--- src/rtl/buzzer_tone_player_pkg.sv ---
// Shared types and constants for the buzzer tone player: FSM states, note
// code field positions and the octave-0 note frequencies.
package buzzer_tone_player_pkg;

    typedef enum logic [1:0] {
        IDLE = 2'd0,
        LOAD = 2'd1,
        PLAY = 2'd2,
        GAP  = 2'd3
    } state_t;

    localparam int OCT_MSB = 7;
    localparam int OCT_LSB = 4;
    localparam int DEG_MSB = 3;
    localparam int DEG_LSB = 0;

    localparam int F_DO = 261;
    localparam int F_RE = 293;
    localparam int F_MI = 329;
    localparam int F_FA = 349;
    localparam int F_SO = 392;
    localparam int F_LA = 440;
    localparam int F_TI = 494;

    // Clock cycles per square-wave period at octave 0, truncated.
    function automatic int base_period(input int clk_fre, input int freq_hz);
        return (clk_fre * 1000000) / freq_hz;
    endfunction

endpackage

--- src/rtl/buzzer_tone_player_note_rom.sv ---
// Combinational degree -> octave-0 base period lookup with a legal flag.
// Degree 0 is a legal rest with a zero period.
module buzzer_note_rom
    import buzzer_tone_player_pkg::*;
#(
    parameter int CLK_FRE = 50,
    parameter int CNT_W   = 20
) (
    input  logic [3:0]       degree_i,
    output logic [CNT_W-1:0] base_o,
    output logic             legal_o
);

    localparam logic [CNT_W-1:0] P_DO = CNT_W'(base_period(CLK_FRE, F_DO));
    localparam logic [CNT_W-1:0] P_RE = CNT_W'(base_period(CLK_FRE, F_RE));
    localparam logic [CNT_W-1:0] P_MI = CNT_W'(base_period(CLK_FRE, F_MI));
    localparam logic [CNT_W-1:0] P_FA = CNT_W'(base_period(CLK_FRE, F_FA));
    localparam logic [CNT_W-1:0] P_SO = CNT_W'(base_period(CLK_FRE, F_SO));
    localparam logic [CNT_W-1:0] P_LA = CNT_W'(base_period(CLK_FRE, F_LA));
    localparam logic [CNT_W-1:0] P_TI = CNT_W'(base_period(CLK_FRE, F_TI));

    always_comb begin
        base_o  = '0;
        legal_o = 1'b1;
        case (degree_i)
            4'd0:    base_o = '0;
            4'd1:    base_o = P_DO;
            4'd2:    base_o = P_RE;
            4'd3:    base_o = P_MI;
            4'd4:    base_o = P_FA;
            4'd5:    base_o = P_SO;
            4'd6:    base_o = P_LA;
            4'd7:    base_o = P_TI;
            default: legal_o = 1'b0;
        endcase
    end

endmodule

--- src/rtl/buzzer_tone_player.sv ---
// Sequenced square-wave note player: one note per valid/ready handshake,
// played for dur_ms, followed by a fixed silent gap and a note_done pulse.
module buzzer_tone_player
    import buzzer_tone_player_pkg::*;
#(
    parameter int CLK_FRE = 50,
    parameter int CNT_W   = 20,
    parameter int NUM_OCT = 4,
    parameter int DUR_W   = 16,
    parameter int GAP_MS  = 10
) (
    input  logic             clk,
    input  logic             rst_n,
    input  logic             note_valid,
    output logic             note_ready,
    input  logic [7:0]       note_code,
    input  logic [DUR_W-1:0] note_dur_ms,
    input  logic             abort,
    output logic             buzzer_out,
    output logic             busy,
    output logic             note_done,
    output logic             bad_note
);

    localparam logic [CNT_W-1:0] MS_LAST  = CNT_W'(CLK_FRE * 1000 - 1);
    localparam logic [DUR_W-1:0] GAP_LAST = DUR_W'(GAP_MS - 1);

    state_t             state_q, state_d;
    logic [7:0]         code_q, code_d;
    logic [DUR_W-1:0]   dur_q, dur_d;
    logic [CNT_W-1:0]   half_q, half_d;
    logic               tone_q, tone_d;
    logic [CNT_W-1:0]   pre_q, pre_d;
    logic [DUR_W-1:0]   ms_q, ms_d;
    logic [CNT_W-1:0]   hc_q, hc_d;
    logic               buzz_q, buzz_d;
    logic               done_q, done_d;

    logic [CNT_W-1:0]   rom_base;
    logic               rom_legal;
    logic               oct_ok;
    logic               code_ok;
    logic               ms_wrap;
    logic               hc_wrap;

    buzzer_note_rom #(
        .CLK_FRE (CLK_FRE),
        .CNT_W   (CNT_W)
    ) u_rom (
        .degree_i (code_q[DEG_MSB:DEG_LSB]),
        .base_o   (rom_base),
        .legal_o  (rom_legal)
    );

    assign oct_ok  = (int'(code_q[OCT_MSB:OCT_LSB]) < NUM_OCT);
    assign code_ok = rom_legal && oct_ok;
    assign ms_wrap = (pre_q == MS_LAST);
    assign hc_wrap = (hc_q == half_q - CNT_W'(1));

    always_comb begin
        state_d = state_q;
        code_d  = code_q;
        dur_d   = dur_q;
        half_d  = half_q;
        tone_d  = tone_q;
        pre_d   = pre_q;
        ms_d    = ms_q;
        hc_d    = hc_q;
        buzz_d  = 1'b0;
        done_d  = 1'b0;

        case (state_q)
            IDLE: begin
                if (note_valid) begin
                    code_d  = note_code;
                    dur_d   = note_dur_ms;
                    state_d = LOAD;
                end
            end
            LOAD: begin
                half_d = (rom_base >> code_q[OCT_MSB:OCT_LSB]) >> 1;
                tone_d = code_ok && (code_q[DEG_MSB:DEG_LSB] != 4'd0);
                pre_d  = '0;
                ms_d   = '0;
                hc_d   = '0;
                if (dur_q == '0) begin
                    state_d = IDLE;
                    done_d  = 1'b1;
                end else begin
                    state_d = PLAY;
                end
            end
            PLAY: begin
                pre_d  = ms_wrap ? '0 : pre_q + CNT_W'(1);
                hc_d   = hc_wrap ? '0 : hc_q + CNT_W'(1);
                buzz_d = tone_q && (hc_wrap ? !buzz_q : buzz_q);
                if (ms_wrap) begin
                    if (ms_q == dur_q - DUR_W'(1)) begin
                        state_d = GAP;
                        ms_d    = '0;
                        hc_d    = '0;
                        buzz_d  = 1'b0;
                    end else begin
                        ms_d = ms_q + DUR_W'(1);
                    end
                end
            end
            GAP: begin
                pre_d = ms_wrap ? '0 : pre_q + CNT_W'(1);
                if (ms_wrap) begin
                    if (ms_q == GAP_LAST) begin
                        state_d = IDLE;
                        ms_d    = '0;
                        done_d  = 1'b1;
                    end else begin
                        ms_d = ms_q + DUR_W'(1);
                    end
                end
            end
            default: state_d = IDLE;
        endcase

        // Abort wins over everything except an idle player, which keeps accepting.
        if (abort && (state_q != IDLE)) begin
            state_d = IDLE;
            pre_d   = '0;
            ms_d    = '0;
            hc_d    = '0;
            buzz_d  = 1'b0;
            done_d  = 1'b0;
        end
    end

    always_ff @(posedge clk or negedge rst_n) begin
        if (!rst_n) begin
            state_q <= IDLE;
            code_q  <= '0;
            dur_q   <= '0;
            half_q  <= '0;
            tone_q  <= 1'b0;
            pre_q   <= '0;
            ms_q    <= '0;
            hc_q    <= '0;
            buzz_q  <= 1'b0;
            done_q  <= 1'b0;
        end else begin
            state_q <= state_d;
            code_q  <= code_d;
            dur_q   <= dur_d;
            half_q  <= half_d;
            tone_q  <= tone_d;
            pre_q   <= pre_d;
            ms_q    <= ms_d;
            hc_q    <= hc_d;
            buzz_q  <= buzz_d;
            done_q  <= done_d;
        end
    end

    assign note_ready = (state_q == IDLE);
    assign busy       = (state_q != IDLE);
    assign buzzer_out = buzz_q;
    assign note_done  = done_q;
    assign bad_note   = (state_q == LOAD) && !code_ok;

endmodule
--- config.mk ---
export PLATFORM = sky130hd
export DESIGN_NAME = buzzer_tone_player
export DESIGN_NICKNAME = d
export VERILOG_FILES = /design/src/rtl/buzzer_tone_player_pkg.sv /design/src/rtl/buzzer_tone_player_note_rom.sv /design/src/rtl/buzzer_tone_player.sv
export SDC_FILE = /design/constraint.sdc
export NUM_CORES = 1
export LEC_CHECK = 0
export BUFFER_PORTS_ARGS = -buffer_cell sky130_fd_sc_hd__buf_2
export CAP_MARGIN = 10
export CORE_MARGIN = 3
export CORE_UTILIZATION = 57
export DETAILED_ROUTE_END_ITERATION = 8
export PLACE_DENSITY = 0.81
export SYNTH_ARGS = -nofsm -noshare
export SYNTH_HDL_FRONTEND = slang
export SYNTH_SLANG_ARGS = --single-unit
export TNS_END_PERCENT = 10
--- constraint.sdc ---
create_clock -name clk -period 3.3 [get_ports clk]
set_input_delay 0.33 -clock clk [delete_from_list [all_inputs] [get_ports clk]]
set_output_delay 0.33 -clock clk [all_outputs]
set_load 0.03 [all_outputs]
==> flow_metrics.tcl, run 1 <==
set metrics [dict create \
    outcome "complete, no violations" \
    synthSimpleGateAreaFrac_pct 26.22 \
    synthAdderAreaFrac_pct 1.032 \
    die_w_um 119.0 \
    min_period_over_period_pct 95.00 \
    rsz0062_at_grt "false" \
    rr_worst_depth 9 \
    ant_nets 0 \
    slew_headroom_pct 54.77 \
    dp_worst_setup_slack_ns 0.1061 \
    io_buffers 32 \
    path_max_fanout 22 \
    synth.area.top_cells "dfrtp_1 (35%), o21ai_0 (5.8%), nand2_1 (5.2%)" \
    hold_path_class "in2async" \
    skew_ns 0.01291 \
    dp_cells 1049 \
    initial_core_util_pct 59.35 \
    tightestPinTransition_ns 0.6785 \
    num_vias 6744 \
    grt_max_degree 53 \
    synth-compound-area-share_pct 22.71 \
    grt_pass1_vias 6031 \
    vdd_drop_max_mv 0.7424 \
    grt_util_all_layers_pct 25.12 \
    synthCells 889 \
    fin_cells 1065 \
    synth_seq_area_share_pct 35.08 \
    ios 33 \
    post-route-drc-count 0 \
    worstPathRequired_ns 3.54 \
    syn_to_final_growth_pct 8.855 \
    leakagePower_nw 3.245 \
    core_mm2 0.01226 \
    drive_gt1_share_pct 12.49 \
    setup_viol 0 \
    syn_area_mm2 0.007277 \
    utilization_pct 64.60 \
    drt-initial-drc-count 789 \
    routed_wirelength_mm 17.29 \
    final_nets 926 \
    start_kind "flip-flop" \
    viasPerCell 6.332 \
    gp_congestion 0.9711 \
    setup-tns-final_ns 0 \
    die_height_um 119.0 \
    async_flop_share_pct 100.0 \
    worst_slack_ns 0.1650 \
    clock-sinks 102 \
    ys_warn_count 0 \
    die_area_mm2 0.01416 \
    ys_ff_latch 102 \
    maxSlewViolCount 0 \
    path_clk_slew_ns 0.08 \
    synth-edff-count 0 \
    antenna_found_initial 0 \
    synth_xor_area_share_pct 5.296 \
    synthMuxAreaShare_pct 4.144 \
    end_kind "flip-flop" \
    num_rows 40 \
    post_cts_buffers 0 \
    synth_top_family_by_area "simple AND/OR/NAND/NOR gates" \
    cts-buffers-inserted 9 \
    clk_path_buf_depth 2 \
    cts_root_buf "clkbuf_16" \
    syn-num-nets 923 \
    yosysTopAreaCell "dfrtp_1" \
    critPathKind "reg2reg" \
    h-tree-depth 3 \
    insertedDiodeCount 0 \
    clk_latency_ns 0.36 \
    syn_avg_cell_area_um2 8.186 \
    regToRegStartpoint "half_q[0]" \
    r2r-end "buzzer_out" \
    max_freq_mhz 319.0 \
    dp_hpwl_mm 12.40 \
    synth_ff_type "dfrtp_1" \
    synth_top_area_share_pct 35.08 \
    finalHoldViolations 0 \
    dr.pass1.iters 5 \
    cp.arrival_ns 3.38 \
    wire_per_inst_um 16.23 \
    grt_pass1_wl_mm 29.71 \
    yosysUniqueCellTypes 77 \
    powerDensity_mw_per_mm2 838.2 \
    maxCapViolations 0 \
    overflow 0 \
    cts_tree "built" \
    r2r_slack_ns 0.16 \
    fin_crit_ns 3.135 \
]
-- cells in the mapped netlist (7+ instances only) --
master,n
mux2i_1,11
and3_1,23
clkbuf_1,53
o21ai_0,84
nor2_1,47
mux2_2,15
o31ai_1,8
buf_1,8
o21a_1,7
or4_1,11
a21o_1,7
or3_1,12
xnor2_1,21
nand4_1,21
a31oi_1,14
o22ai_1,11
o311ai_1,8
a211oi_1,10
nand3_1,28
a21oi_1,32
dfrtp_1,102
nand2b_1,16
o311ai_0,7
xor2_1,23
nor4_1,21
nor3_1,35
nor2b_1,10
inv_1,24
nand2_1,101
nor3b_1,11
-- kinds of logic (layout without fill, tap and decap cells) --
logic type / Yosys count / after routing
compound gates: 251 / 251
mux: 27 / 27
buf+inv: 96 / 104
flops: 102 / 102
xor+xnor: 44 / 44
simple gates: 363 / 363
fa+ha+maj: 6 / 6
-- cell usage in the layout (no fill, tap or decap), types with 7 or more instances in the layout --
cell type,count
nand2_1,101
dfrtp_1,101
o21ai_0,83
nor2_1,46
nor3_1,35
a21oi_1,32
buf_2,31
nand3_1,28
buf_4,27
inv_1,24
xor2_1,23
and3_1,23
nand4_1,21
xnor2_1,21
nor4_1,20
nand2b_1,16
mux2_2,15
a31oi_1,14
o311ai_1,14
or3_1,12
nor3b_1,11
mux2i_1,11
o22ai_1,11
or4_1,10
nor2b_1,10
a211oi_1,10
clkbuf_16,9
o31ai_1,8
a21o_1,7
o21a_1,7
-- repair_timing --
item,4_1_cts,5_1_grt
setup endpoints to repair,0,32
endpoints found under the hold margin,0,0
gates resized for setup,0,16
hold buffers,0,0
-- worst max-delay path, cell delays in order (launching register included) --
cell and delay [ns]:
dfrtp_1 0.44, or4_1 0.57, or4b_1 0.53, a211o_1 0.29
a22oi_2 0.15, o211ai_1 0.10, or4_1 0.43, buf_6 0.20
xnor2_1 0.14, and3_1 0.16
-- registers in the layout, indices dropped and copies added (netlist names), 2 cells and up --
| signal | flops |
|---|---|
| code_q | 8 |
| hc_q | 20 |
| half_q | 17 |
| ms_q | 16 |
| pre_q | 20 |
| state_q | 2 |
| dur_q | 16 |
-- how the worst max path moves through the flow --
stage,startpoint,to,slack (ns)
after floorplan,dur_q[0],hc_q[6],0.18
after global placement,half_q[0],hc_q[8],0.22
after detailed placement,dur_q[0],ms_q[8],0.11
after CTS,dur_q[0],ms_q[8],0.08
after global routing,half_q[0],buzzer_out,0.01
final,half_q[0],buzzer_out,0.16
-- where the power goes --
group | leakage [nW] | switching (mW) | total [mW] | internal, mW
combinational | 1.75 | 1.99 | 3.50 | 1.51
clock | 0.136 | 0.498 | 1.02 | 0.525
sequential | 1.36 | 0.586 | 2.12 | 1.53
-- per-stage QoR --
step / hold slack [ns] / total power [mW] / area (um^2)
detailed placement: 0.4115 / 5.521 / 7599
CTS: 0.02648 / 6.560 / 7881
global placement: 0.4020 / 5.464 / 7599
floorplan: 0.03441 / 4.624 / 7277
global route: 0.05434 / 7.186 / 7921
finish: 0.01044 / 6.640 / 7921
-- metal layers --
metal  routed length (um)  share of wire, %  GRT usage, %
met5                    0                 0             0
met4                  303               1.8         6.589
met3                 1104               6.4         4.653
met1                 7833                45         35.89
met2                 8046                47         39.42
-- area by class of cell --
type	count	area, um^2
clock buffers	10	229.0
multi-input cells	691	4357
clock inverters	6	53.80
repair buffers	62	420.4
flip-flops and latches	102	2554
fillers	1041	4340
well taps	168	210.2
inverters	26	97.59
Power figures use the tool's default switching activity.
==> run 2: changes to the inputs <==
--- a/config.mk
+++ b/config.mk
@@ -7,6 +7,7 @@
 export LEC_CHECK = 0
 export BUFFER_PORTS_ARGS = -buffer_cell sky130_fd_sc_hd__buf_2
 export CAP_MARGIN = 10
+export CORE_ASPECT_RATIO = 1.2
 export CORE_MARGIN = 3
 export CORE_UTILIZATION = 57
 export DETAILED_ROUTE_END_ITERATION = 8
==> run 2 against run 1 <==
Effect of this change: global-route usage up 1.1 points; sequential share of layout area hardly changed; critical path depth unchanged; via count grew 3.0%; total power increased by 1.7%; combinational power grew 1%; count of clock-buffer cells in the layout is 1 higher; clock skew decreased by 0.0040 ns; non-clock buffer count increased by 2; first-iteration DRC count fell by 30%; fmax is 1.9% lower; die area about the same; largest cell class unchanged; largest power group unchanged.
==> flow_metrics.tcl, run 2 (synthesis results as in run 1) <==
set metrics [dict create \
    die_height_um 129.8 \
    die_w_um 109.1 \
    reg_top3 "hc_q x20, pre_q x20, half_q x17" \
    viasPerCell 6.559 \
    final_cell_mix "dfrtp_1 (102), nand2_1 (101), o21ai_0 (83)" \
    path_max_fanout 22 \
    cts_tree "built" \
    cp.arrival_ns 3.41 \
    setup_viol 0 \
    antenna_found_initial 0 \
    worstPathRequired_ns 3.51 \
    fin_crit_ns 3.197 \
    utilization_pct 64.44 \
    outcome "complete, no violations" \
    grt_max_degree 59 \
    initial_core_util_pct 59.27 \
    drive_gt1_share_pct 12.25 \
    tightestPinTransition_ns 0.7427 \
    slew_headroom_pct 50.49 \
    leakagePower_nw 3.266 \
    max_freq_mhz 312.8 \
    cts-buffers-inserted 9 \
    clock-sinks 102 \
    critPathKind "reg2reg" \
    placed_area_mm2 0.007592 \
    syn_to_final_growth_pct 8.717 \
    drt-initial-drc-count 556 \
    final_cell_area_mm2 0.007911 \
    powerDensity_mw_per_mm2 853.4 \
    final_common_cell "dfrtp_1" \
    multi_input_area_mm2 0.004337 \
    grt_pass1_wl_mm 30.26 \
    end_kind "flip-flop" \
    maxCapViolations 0 \
    path_common_cell "or4_1" \
    vdd_drop_max_mv 0.6653 \
    cp_slowest_cell "or4_1" \
    slowest_delay_ns 0.56 \
    final_nets 928 \
    post-route-drc-count 0 \
    die_area_mm2 0.01416 \
    dp_hpwl_mm 12.66 \
    io_buffers 32 \
    routed_wirelength_mm 17.99 \
    dp_cells 1044 \
    overflow 0 \
    clk_latency_ns 0.35 \
    cts_root_buf "clkbuf_16" \
    insertedDiodeCount 0 \
    clk_path_buf_depth 2 \
    wire_per_inst_um 16.99 \
    crit_chain "or4_1 -> or4b_1 -> a211o_1 -> a22oi_2 -> o211ai_1 -> or4_1 -> buf_4 -> nand2_4 -> o311ai_1" \
    dr.pass1.iters 5 \
    fin_cells 1059 \
    hold_buffers 0 \
    ant_nets 0 \
    num_vias 6946 \
    gp_congestion 0.9617 \
    path_clk_slew_ns 0.07 \
    skew_ns 0.008870 \
    h-tree-depth 3 \
    min_period_over_period_pct 96.87 \
    start_kind "flip-flop" \
    fillers 1046 \
    ios 33 \
    hold_path_class "in2async" \
    maxSlewViolCount 0 \
    grt_pass1_vias 6162 \
    crit_buf_inv 1 \
    grt_util_all_layers_pct 26.21 \
    rsz0062_at_grt "true" \
    cpLargestDelayFamily "simple AND/OR/NAND/NOR gates" \
    num_rows 44 \
    finalHoldViolations 0 \
    p_total_mw 6.752 \
    core_mm2 0.01228 \
    seq_area_mm2 0.002552 \
]
## run 2: cell types whose count changed in the layout (fill, tap and decap cells not counted), sizes merged
cell / before / now
buf: 62 / 64
inv: 27 / 25
bufinv: 0 / 1
clkbuf: 10 / 11
clkinv: 4 / 3
## run 2: final timing paths
path / slack (ns) / cells after the start / start / to
worst max-delay path: 0.10 / 9 / half_q[0] / hc_q[12]
min in group clk: 0.19 / 3 / note_code[1] / code_q[1]
worst min-delay path: 0.05 / 1 / rst_n / pre_q[17]
worst max register to register: 0.10 / 9 / half_q[0] / hc_q[12]
worst min register to register: 0.51 / 1 / pre_q[15] / pre_q[15]
max in group asynchronous: 2.42 / 2 / rst_n / dur_q[8]
## run 2: final cells by class
cell class | count | share of cell area [%]
tap | 161 | 2.546
inverter | 26 | 1.234
multi-input combinational | 691 | 54.82
timing repair buffer | 64 | 5.251
clock buffer | 11 | 3.195
clock inverter | 4 | 0.6959
sequential | 102 | 32.26
## run 2: power by group
part           total, mW  internal (mW)  switching (mW)  leakage, nW
sequential          2.11           1.53           0.579         1.36
clock               1.10          0.630           0.473        0.148
combinational       3.54           1.51            2.03         1.76
total               6.75           3.67            3.08         3.27
## run 2: per-stage QoR
stage | setup TNS, ns | hold slack (ns) | worst slack, ns
after floorplan | 0 | 0.03441 | 0.1793
after global placement | 0 | 0.4437 | 0.1932
after detailed placement | 0 | 0.4496 | 0.1604
after CTS | 0 | 0.07244 | 0.1339
after global routing | -0.1110 | 0.1052 | -0.03160
final | 0 | 0.04690 | 0.1032
## run 2: what timing repair did
item / in CTS / in global routing
endpoints found under the setup margin: 0 / 20
gates resized for setup: 0 / 7
setup buffers: 0 / 0
## run 2: metal layers
layer | vias up | share of wire (%) | GRT usage, %
met5 | - | 0 | 0
met4 | 0 | 1.6 | 8.470
met3 | 31 | 6.1 | 3.662
met2 | 269 | 49 | 42.05
met1 | 3327 | 43 | 36.81
li1 | 3319 | - | -
==> run 3: changes to the inputs <==
--- a/config.mk
+++ b/config.mk
@@ -5,6 +5,7 @@
 export SDC_FILE = /design/constraint.sdc
 export NUM_CORES = 1
 export LEC_CHECK = 0
+export ABC_AREA = 1
 export BUFFER_PORTS_ARGS = -buffer_cell sky130_fd_sc_hd__buf_2
 export CAP_MARGIN = 10
 export CORE_ASPECT_RATIO = 1.2
==> run 3 against run 2 <==
Effect of this change: critical endpoint is now hc_q[11]; count of clock-buffer cells in the layout up 1; sequential power shrank 9%; global-route usage fell by 0.24 points; sequential share of layout area decreased by 0.98 points; synthesized cell count grew 25%; highest routed layer unchanged; critical path depth grew 6; largest power group unchanged; clock power rose by 11%; via count rose by 6.0%.
==> flow_metrics.tcl, run 3 <==
set metrics [dict create \
    min_period_over_period_pct 72.39 \
    end_kind "flip-flop" \
    setup-tns-final_ns 0 \
    overflow 0 \
    clk_latency_ns 0.36 \
    critPathKind "reg2reg" \
    path_max_fanout 21 \
    post_cts_resized 0 \
    slew_headroom_pct 34.37 \
    antenna_found_initial 0 \
    viasPerCell 5.661 \
    tightestPinTransition_ns 0.9844 \
    gp_congestion 0.9026 \
    final_cell_area_mm2 0.008160 \
    synth.area.top_cells "dfrtp_1 (34%), nand2_1 (14%), nand3_1 (6.8%)" \
    drive_gt1_share_pct 10.55 \
    rsz0062_at_grt "false" \
    io_buffers 32 \
    synthSimpleGateAreaFrac_pct 37.66 \
    initial_core_util_pct 58.88 \
    finalHoldViolations 0 \
    synth_top_family_by_area "simple AND/OR/NAND/NOR gates" \
    setup_viol 0 \
    maxCapViolations 0 \
    final_common_cell "nand2_1" \
    grt_util_all_layers_pct 25.97 \
    yosysTopAreaCell "dfrtp_1" \
    num_rows 45 \
    hold_buffers 0 \
    synth_xor_area_share_pct 6.555 \
    skew_ns 0.01147 \
    final_nets 1166 \
    maxSlewViolCount 0 \
    clock-sinks 102 \
    yosysUniqueCellTypes 52 \
    dp_worst_setup_slack_ns 0.9334 \
    final_cell_mix "nand2_1 (285), inv_1 (136), nor2_1 (128)" \
    yosysMostFrequentCell "nand2_1" \
    vdd_drop_max_mv 0.4727 \
    core_mm2 0.01284 \
    syn-num-nets 1149 \
    syn_avg_cell_area_um2 6.779 \
    reg_top3 "hc_q x20, pre_q x20, half_q x17" \
    worst_slack_ns 0.9110 \
    utilization_pct 63.57 \
    insertedDiodeCount 0 \
    grt_max_degree 79 \
    async_flop_share_pct 100.0 \
    cts-buffers-inserted 9 \
    cts_root_buf "clkbuf_16" \
    num_vias 7365 \
    clk_path_buf_depth 2 \
    fin_crit_ns 2.389 \
    start_kind "flip-flop" \
    grt_pass1_wl_mm 32.03 \
    synth_ff_type "dfrtp_1" \
    wire_per_inst_um 14.63 \
    powerDensity_mw_per_mm2 743.4 \
    synth_top_area_share_pct 33.77 \
    ant_nets 0 \
    leakagePower_nw 3.976 \
    grt_pass1_vias 7044 \
    routed_wirelength_mm 19.04 \
    die_w_um 111.1 \
    synth_commonest_cells "nand2_1 (285), inv_1 (136), nor2_1 (128), nand3_1 (103), dfrtp_1 (102)" \
    hold_path_class "in2async" \
    outcome "complete, no violations" \
    fin_cells 1301 \
    ys_ff_latch 102 \
    cp.arrival_ns 2.61 \
    drt-initial-drc-count 470 \
    syn_to_final_growth_pct 7.962 \
    placed_area_mm2 0.007816 \
    die_area_mm2 0.01468 \
    synth-compound-area-share_pct 10.10 \
    path_clk_slew_ns 0.07 \
    ios 33 \
    post-route-drc-count 0 \
    p_total_mw 6.067 \
    synth_seq_area_share_pct 33.77 \
    worstPathRequired_ns 3.52 \
    synthCells 1115 \
    synthMuxAreaShare_pct 1.473 \
    ys_warn_count 0 \
    max_freq_mhz 418.6 \
    hold_slack_ns 0.1163 \
    dp_cells 1285 \
    cts_tree "built" \
    dr.pass1.iters 7 \
    dp_hpwl_mm 13.97 \
    post_cts_buffers 0 \
    synthAdderAreaFrac_pct 0.9932 \
    synth-edff-count 0 \
    die_height_um 132.1 \
    syn_area_mm2 0.007558 \
    h-tree-depth 3 \
]
-- run 3: changes by cell type in the layout (fill, tap and decap cells not counted), sizes merged, moves of 16 or more --
cell and change:
nand3 +85, xor2 +21, inv +117, buf -23, nand2 +194, nor4 -16, and3 -21, nor2 +103
-- run 3: cell type report --
class / count / area (um^2)
inverters: 143 / 536.8
repair buffers: 41 / 230.2
clock buffers: 12 / 266.5
clock inverters: 4 / 77.57
well taps: 164 / 205.2
flip-flops and latches: 102 / 2552
fillers: 1191 / 4677
multi-input cells: 835 / 4292
-- run 3: where the power goes --
part / leakage, nW / switching, mW / internal (mW) / total (mW)
Sequential: 1.34 / 0.410 / 1.51 / 1.92
Combinational: 2.47 / 1.96 / 0.960 / 2.92
Clock: 0.169 / 0.491 / 0.730 / 1.22
-- run 3: final timing paths --
| kind | start | endpoint | slack (ns) | depth (start not counted) |
|---|---|---|---|---|
| setup / recovery | half_q[0] | hc_q[11] | 0.91 | 15 |
| hold / removal | rst_n | hc_q[18] | 0.12 | 1 |
| setup reg to reg | half_q[0] | hc_q[11] | 0.91 | 15 |
| hold reg to reg | pre_q[19] | pre_q[19] | 0.48 | 1 |
| max in group asynchronous | rst_n | pre_q[11] | 2.36 | 2 |
| min in group clk | note_dur_ms[14] | dur_q[14] | 0.20 | 2 |
-- run 3: metal layers --
layer / vias up / track usage (%) / routed length, um / share of wire (%)
met5: - / 0 / 0 / 0
met4: 0 / 11.16 / 679 / 3.6
met3: 58 / 3.949 / 817 / 4.3
met2: 232 / 46.05 / 9584 / 50
met1: 3443 / 31.32 / 7954 / 42
li1: 3632 / - / - / -
-- run 3: critical path, cell delays in order, from the launching register on --
cell	delay, ns
dfrtp_1	0.40
inv_1	0.14
ha_1	0.28
nand2_1	0.17
nor2_2	0.15
nand2_1	0.07
nand2_1	0.07
nand2_1	0.05
nand2_1	0.05
nand2_1	0.05
nor2_1	0.08
nand2_1	0.07
nor2_2	0.15
nand2_2	0.29
nand3_1	0.15
o21ai_0	0.10
-- run 3: logic make-up after synthesis --
group	Yosys count
buffers and inverters	178
multiplexers	10
adder cells (fa/ha/maj)	6
AND/OR/NAND/NOR	626
flip-flops	102
AO/OA/AOI/OAI	138
XOR/XNOR	55
